### config.mk
export PLATFORM = sky130hd
export DESIGN_NAME = serial_adder_ctrl
export DESIGN_NICKNAME = d
export VERILOG_FILES = /design/src/rtl/serial_adder_ctrl_pkg.sv /design/src/rtl/serial_adder_ctrl_adder_nbit.sv /design/src/rtl/serial_adder_ctrl.sv
export SDC_FILE = /design/constraint.sdc
export NUM_CORES = 1
export LEC_CHECK = 0
export CAP_MARGIN = 20
export CORE_ASPECT_RATIO = 0.75
export CORE_MARGIN = 8
export CORE_UTILIZATION = 30
export CTS_CLUSTER_DIAMETER = 80
export DETAILED_ROUTE_END_ITERATION = 7
export PLACE_DENSITY_LB_ADDON = 0.3
export SYNTH_ARGS = -nofsm -noshare
export SYNTH_HDL_FRONTEND = slang
export SYNTH_SLANG_ARGS = --single-unit
### constraint.sdc
create_clock -name clk -period 2.2 [get_ports clk]
set_input_delay 0.44 -clock clk [delete_from_list [all_inputs] [get_ports clk]]
set_output_delay 0.44 -clock clk [all_outputs]
set_load 0.02 [all_outputs]
### src/rtl/serial_adder_ctrl_pkg.sv
// Shared types and constants for the slice-serial adder controller.
package serial_adder_ctrl_pkg;

  typedef enum logic [1:0] {
    IDLE = 2'd0,
    ADD  = 2'd1,
    DONE = 2'd2
  } state_t;

  localparam int SLICE_BITS_DEFAULT = 4;

endpackage

### src/rtl/serial_adder_ctrl_adder_nbit.sv
// Plain ripple N-bit adder slice with carry in/out; the only adder in the block.
module adder_nbit #(
  parameter int N = 4
) (
  input  logic [N-1:0] a,
  input  logic [N-1:0] b,
  input  logic         cin,
  output logic [N-1:0] sum,
  output logic         cout
);

  assign {cout, sum} = a + b + {{N{1'b0}}, cin};

endmodule

### src/rtl/serial_adder_ctrl.sv
// Adds two TOTAL_BITS operands one SLICE_BITS slice per cycle through a single
// shared adder_nbit, then presents a registered sum/overflow with a done pulse.
module serial_adder_ctrl
  import serial_adder_ctrl_pkg::*;
#(
  parameter int TOTAL_BITS = 16,
  parameter int SLICE_BITS = SLICE_BITS_DEFAULT
) (
  input  logic                  clk,
  input  logic                  n_rst,
  input  logic                  start,
  input  logic [TOTAL_BITS-1:0] a,
  input  logic [TOTAL_BITS-1:0] b,
  input  logic                  carry_in,
  output logic                  busy,
  output logic                  done,
  output logic [TOTAL_BITS-1:0] sum,
  output logic                  overflow
);

  localparam int N  = TOTAL_BITS / SLICE_BITS;
  localparam int CW = $clog2(N) + 1;
  localparam logic [CW-1:0] LAST_SLICE = CW'(N - 1);

  generate
    if (TOTAL_BITS % SLICE_BITS != 0) begin : g_bad_width
      $error("TOTAL_BITS must be a multiple of SLICE_BITS");
    end
  endgenerate

  state_t                state_q, state_d;
  logic [CW-1:0]         cnt_q, cnt_d;
  logic [TOTAL_BITS-1:0] a_q, a_d;
  logic [TOTAL_BITS-1:0] b_q, b_d;
  logic [TOTAL_BITS-1:0] res_q, res_d;
  logic                  carry_q, carry_d;
  logic [TOTAL_BITS-1:0] sum_q, sum_d;
  logic                  ovf_q, ovf_d;

  logic [SLICE_BITS-1:0] slice_sum;
  logic                  slice_cout;

  adder_nbit #(.N(SLICE_BITS)) u_slice (
    .a    (a_q[SLICE_BITS-1:0]),
    .b    (b_q[SLICE_BITS-1:0]),
    .cin  (carry_q),
    .sum  (slice_sum),
    .cout (slice_cout)
  );

  always_comb begin
    state_d = state_q;
    cnt_d   = cnt_q;
    a_d     = a_q;
    b_d     = b_q;
    res_d   = res_q;
    carry_d = carry_q;
    sum_d   = sum_q;
    ovf_d   = ovf_q;
    case (state_q)
      IDLE: begin
        if (start) begin
          a_d     = a;
          b_d     = b;
          carry_d = carry_in;
          cnt_d   = '0;
          state_d = ADD;
        end
      end
      ADD: begin
        // Result fills from the top so the first slice ends up in the LSBs.
        a_d     = a_q >> SLICE_BITS;
        b_d     = b_q >> SLICE_BITS;
        res_d   = (res_q >> SLICE_BITS) |
                  (TOTAL_BITS'(slice_sum) << (TOTAL_BITS - SLICE_BITS));
        carry_d = slice_cout;
        cnt_d   = cnt_q + 1'b1;
        if (cnt_q == LAST_SLICE) begin
          state_d = DONE;
          sum_d   = res_d;
          ovf_d   = slice_cout;
        end
      end
      DONE: begin
        state_d = IDLE;
      end
      default: begin
        state_d = IDLE;
      end
    endcase
  end

  always_ff @(posedge clk or negedge n_rst) begin
    if (!n_rst) begin
      state_q <= IDLE;
      cnt_q   <= '0;
      a_q     <= '0;
      b_q     <= '0;
      res_q   <= '0;
      carry_q <= 1'b0;
      sum_q   <= '0;
      ovf_q   <= 1'b0;
    end else begin
      state_q <= state_d;
      cnt_q   <= cnt_d;
      a_q     <= a_d;
      b_q     <= b_d;
      res_q   <= res_d;
      carry_q <= carry_d;
      sum_q   <= sum_d;
      ovf_q   <= ovf_d;
    end
  end

  assign busy     = (state_q != IDLE);
  assign done     = (state_q == DONE);
  assign sum      = sum_q;
  assign overflow = ovf_q;

endmodule
# Word-level counts from Yosys, hierarchy flattened
# Cells that the tools add are included.
# W data, S select, Z words.
[word_totals] word_cells=34 out_inout_bits=19 register_bits=71 input_bits=36
[classes] n_reduce_logical=6 eq_ne=5 mux=11 n_bitwise=1 addsub=3
[ops] op="$pmux W16 S2" count=2
[ops] op="$mux W16" count=2
[ops] op="$or A12 B16 Y16" count=1
[ops] op="$pmux W3 S2" count=1
[ops] op="$reduce_and A2 Y1" count=3
[ops] op="$add A4 B4 Y5" count=1
[ops] op="$add A5 B1 Y5" count=1
[ops] op="$mux W2" count=2
[ops] op="$ne A2 B2 Y1 const B" count=2
[ops] op="$pmux W2 S2" count=1
[ops] op="$reduce_bool A2 Y1" count=2
[ops] op="$add A3 B1 Y3 const B" count=1
[ops] op="$eq A3 B2 Y1 const B" count=1
[ops] op="$mux W3" count=1
[ops] op="$eq A2 B1 Y1 const B" count=1
[ops] op="$eq A2 B2 Y1 const B" count=1
[ops] op="$logic_not A2 Y1" count=1
[ops] op="$pmux W1 S2" count=1
[ops] op="$mux W1" count=1

# Depth between registers and ports, before layout
[depth] depth_word=3 ltp_mapped=7 depth_no_buf=7

# Cells and area by module
# A second synthesis with hierarchy kept.
[hier_totals] cells_unflattened=265 area_unflattened_um2=2935.3
[by_module_without_submodules] module="serial_adder_ctrl" area_per_inst_um2=2791.4 seq_area_each_um2=1676.6 cells_each=249 instances=1
[by_module_without_submodules] module="adder_nbit" area_per_inst_um2=143.9 seq_area_each_um2=0.0 cells_each=16 instances=1

# Worst setup path after synthesis
# OpenSTA, ideal clock, no wires.
[synth_path] path_type="reg2reg" from="register a_q[0]" to="register carry_q" setup_slack_ns=0.562 t_required_ns=2.059 synth_period_minus_slack_ns=1.638 t_arrival_ns=1.496 setup_time_ns=0.141 n_path_buf=0 path_stages_with_launch=8 cell_sequence="dfrtp_1 > fa_1 > inv_1 > fa_1 > inv_1 > a21o_1 > a21oi_1 > a221oi_1"
[synth_between] elab_chain_cells=3
[synth_rtl] item="start: declaration" line="serial_adder_ctrl.sv:33" rtl="logic [TOTAL_BITS-1:0] a_q, a_d;"
[synth_rtl] item="start signal: assignment" line="serial_adder_ctrl.sv:97" rtl="a_q <= '0;"
[synth_rtl] item="start signal: assignment" line="serial_adder_ctrl.sv:106" rtl="a_q <= a_d;"
[synth_rtl] item="$add A4 B4 Y5" line="serial_adder_ctrl_adder_nbit.sv:12" rtl="assign {cout, sum} = a + b + {{N{1'b0}}, cin};"
[synth_rtl] item="$add A5 B1 Y5" line="serial_adder_ctrl_adder_nbit.sv:12"
[synth_rtl] item="$pmux W1 S2" line="serial_adder_ctrl.sv:60" rtl="case (state_q)"
[synth_rtl] item="end signal: assignment" line="serial_adder_ctrl.sv:109" rtl="carry_q <= carry_d;"
[synth_rtl] item="end: declaration" line="serial_adder_ctrl.sv:36" rtl="logic carry_q, carry_d;"
# Every way passes these cells.
# A chain may end at the register's enable or synchronous reset.

# Final worst setup path
[layout_path] from="register state_q[0]" to="output busy"
[layout_between] elab_chain_cells=1
[layout_rtl] item="start: declaration" line="serial_adder_ctrl.sv:31" rtl="state_t state_q, state_d;"
[layout_rtl] item="start signal: assignment" line="serial_adder_ctrl.sv:104" rtl="state_q <= state_d;"
[layout_rtl] item="$reduce_bool A2 Y1" line="serial_adder_ctrl.sv:115" rtl="assign busy = (state_q != IDLE);"
[layout_rtl] item="end: declaration" line="serial_adder_ctrl.sv:15" rtl="output logic busy,"
# Every way passes these cells.

==> load_flow_metrics.sql <==
INSERT INTO impl_metrics (metric_group, metric, value, unit) VALUES
('run_status', 'outcome', 'completed', ''),
('global_routing', 'grt_start_max_net_pins', '68', ''),
('global_routing', 'track_usage', '10.57', '%'),
('power_and_ir_drop', 'cellLeakagePower', '1.819', 'nW'),
('floorplan', 'start_util', '30.83', '%'),
('timing', 'rsz_0062_raised_after_global_routing', 'false', ''),
('timing', 'maxSlewViolCount', '0', ''),
('timing', 'whs', '122.2', 'ps'),
('logic_synthesis', 'synthesis.area', '2965', 'sq um'),
('finish', 'layout_common_cells', 'sky130_fd_sc_hd__dfrtp_1, sky130_fd_sc_hd__nand2_1, sky130_fd_sc_hd__clkdlybuf4s50_1', ''),
('floorplan', 'floorplan_core_area', '9619', 'sq um'),
('power_and_ir_drop', 'pwr_density_cell', '1458', 'nW/um^2'),
('finish', 'final_design_area_no_fill', '3963', 'sq um'),
('finish', 'final_layout_size_suffix_gt1_share', '12.84', '%'),
('timing', 'finalClockSkew', '7.758', 'ps'),
('logic_synthesis', 'netlist_instances', '275', ''),
('detailed_routing', 'via_per_inst', '4.610', ''),
('critical_path', 'worstPathCellList', 'or2_2 > clkdlybuf4s50_1', ''),
('logic_synthesis', 'synth_top_area_cell', 'sky130_fd_sc_hd__dfrtp_1', ''),
('placed_design', 'placement.cell_area', '3637', 'sq um'),
('global_routing', 'grt_first_pass_wirelength', '11.07', 'mm'),
('clock_tree', 'cts_buffers', '9', ''),
('clock_tree', 'clock-sinks', '67', ''),
('global_routing', 'grt_pass1_vias', '2250', ''),
('timing', 'hold_viol', '0', ''),
('clock_tree', 'tritoncts', 'done', ''),
('clock_tree', 'cts.clk_slew.worst_paths', '60', 'ps'),
('logic_synthesis', 'post_synth_num_cell_types', '28', ''),
('detailed_routing', 'drc_errors', '0', ''),
('critical_path', 'crit_family', 'buffers and inverters', ''),
('worst_hold_path', 'type_of_the_most_critical_hold_path', 'input port to asynchronous set/reset pin', ''),
('clock_tree', 'cts-htree-levels', '3', ''),
('detailed_routing', 'routed_wl', '6.695', 'mm'),
('timing', 'final.period_utilization', '95.99', '%'),
('clock_tree', 'clock_insertion_delay_worst_skew', '320', 'ps'),
('logic_synthesis', 'synth_top_cells_by_area', 'sky130_fd_sc_hd__dfrtp_1, sky130_fd_sc_hd__nand2_1, sky130_fd_sc_hd__o21ai_0', ''),
('critical_path', 'critical_path.endpoint_type', 'output pin', ''),
('placed_design', 'dp.final_hpwl', '4.649', 'mm'),
('detailed_routing', 'drtIter0Drc', '75', ''),
('placed_design', 'gpl.final_weighted_congestion', '0.7270', ''),
('clock_tree', 'cts_root_buf', 'sky130_fd_sc_hd__clkbuf_16', ''),
('finish', 'syn2layout_area_growth', '33.63', '%'),
('timing', 'fin_tns_setup', '0', 'ps'),
('detailed_routing', 'detail-route-antenna-nets', '0', ''),
('power_and_ir_drop', 'totalPowerFinal', '5.779', 'mW'),
('critical_path', 'worst-endpoint-required', '1760', 'ps'),
('finish', 'diodes', '0', ''),
('detailed_routing', 'drtPass1Iterations', '4', ''),
('run', 'drv.max_cap_violation_count', '0', ''),
('timing', 'tightest_slew', '892.8', 'ps'),
('floorplan', 'overall_die_area', '13350', 'sq um'),
('logic_synthesis', 'yosys.area.top_type_share', '56.54', '%'),
('detailed_routing', 'post_drt_wl_per_cell', '14.34', 'um'),
('finish', 'layout_commonest_cell', 'sky130_fd_sc_hd__dfrtp_1', ''),
('timing', 'maxSlewHeadroom', '40.44', '%'),
('floorplan', 'placementRows', '31', ''),
('placed_design', 'placement.io_buffers', '54', ''),
('timing', 'final_critical_path_required_period', '2112', 'ps'),
('floorplan', 'boundaryPins', '55', ''),
('clock_tree', 'cts-root-to-sink-buffers', '2', ''),
('finish', 'layout.nets', '373', ''),
('critical_path', 'cp_slowest_stage_delay', '550', 'ps'),
('logic_synthesis', 'ys.warnings.count', '0', ''),
('critical_path', 'start_kind', 'register', ''),
('logic_synthesis', 'ys.flop_type', 'sky130_fd_sc_hd__dfrtp_1', ''),
('logic_synthesis', 'share_of_flip_flops_with_an_asynchronous_set_or_reset_after_synthesis', '100.0', '%'),
('critical_path', 'crit_path_max_fanout', '7', ''),
('clock_tree', 'setup_bufs_post_cts', '0', ''),
('critical_path', 'cp_slowest_cell', 'sky130_fd_sc_hd__clkdlybuf4s50_1', ''),
('floorplan', 'die_extent_in_y', '102.1', 'um'),
('critical_path', 'worst-endpoint-arrival', '1670', 'ps');
-- registers in the layout, summed over array words and instances, names as in the netlist --
signal,cells
a_q,16
b_q,16
sum,16
res_q,12
cnt_q,3
state_q,2
carry_q,1
overflow,1
-- stage by stage --
step,setup WS (ps),cells
after floorplan,562.5,275
after global placement,115.7,451
after detailed placement,21.76,451
after CTS,61.33,467
after global routing,52.79,467
final,88.30,467
-- final cells by class --
class / count / area, sq um
timing repair buffer: 63 / 615.6
inverter: 7 / 26.28
multi-input combinational: 182 / 1154
fill: 968 / 5657
clock buffer: 9 / 225.2
clock inverter: 7 / 100.1
tap: 132 / 165.2
sequential: 67 / 1677
-- Yosys cell counts (all sizes together) (3+ instances only) --
library cell	number
dfrtp	67
nand2	65
o21ai	37
a22oi	20
buf	13
mux2	13
a21oi	11
inv	7
nor2b	7
clkbuf	6
a22o	5
ha	5
and3b	4
nand2b	3
-- worst register-to-register path, cell delays in order (launching register included) --
cell and delay, ps:
sky130_fd_sc_hd__dfrtp_1 400, sky130_fd_sc_hd__fa_1 450, sky130_fd_sc_hd__inv_1 90, sky130_fd_sc_hd__fa_1 210
sky130_fd_sc_hd__inv_1 50, sky130_fd_sc_hd__a21o_1 160, sky130_fd_sc_hd__a21oi_1 220, sky130_fd_sc_hd__a221oi_1 110
-- kinds of logic (layout without fill, tap and decap cells) --
kind of cell               Yosys count  after routing  share of synthesized area (%)
AOI/OAI and AO/OA                   77             77                          15.82
xor gates and xnor gates             2              2                         0.5908
adders and majority gates            7              7                          3.460
buffers and inverters               26             86                          4.557
DFF                                 67             67                          56.54
muxes                               13             13                          6.329
and+or+nand+nor                     83             83                          12.70
-- power breakdown --
| group | internal [mW] | switching (mW) | leakage, nW |
|---|---|---|---|
| combinational | 1.01 | 1.11 | 0.801 |
| clock | 0.999 | 0.539 | 0.160 |
| sequential | 1.77 | 0.343 | 0.858 |
| total | 3.78 | 2.00 | 1.82 |
-- final timing paths --
kind,startpoint,end,slack [ps],cells past startpoint
worst max-delay path,state_q[0]$_DFFE_PN0P_,busy,90,2
worst min-delay path,n_rst,sum[2]$_DFFE_PN0P_,120,2
worst max register to register,a_q[0]$_DFFE_PN0P_,carry_q$_DFFE_PN0P_,360,7
worst min register to register,res_q[6]$_DFFE_PN0P_,res_q[6]$_DFFE_PN0P_,470,2
max in group asynchronous,n_rst,a_q[2]$_DFFE_PN0P_,1780,2
min in group clk,res_q[6]$_DFFE_PN0P_,res_q[6]$_DFFE_PN0P_,470,2
-- per-layer routing --
layer	up-vias	routed length (um)	global-route usage, %
li1	1047	-	-
met1	1056	3252	14.13
met2	41	3021	15.53
met3	9	302	2.503
met4	0	118	5.629
met5	-	0	0
Power figures use the tool's default switching activity.
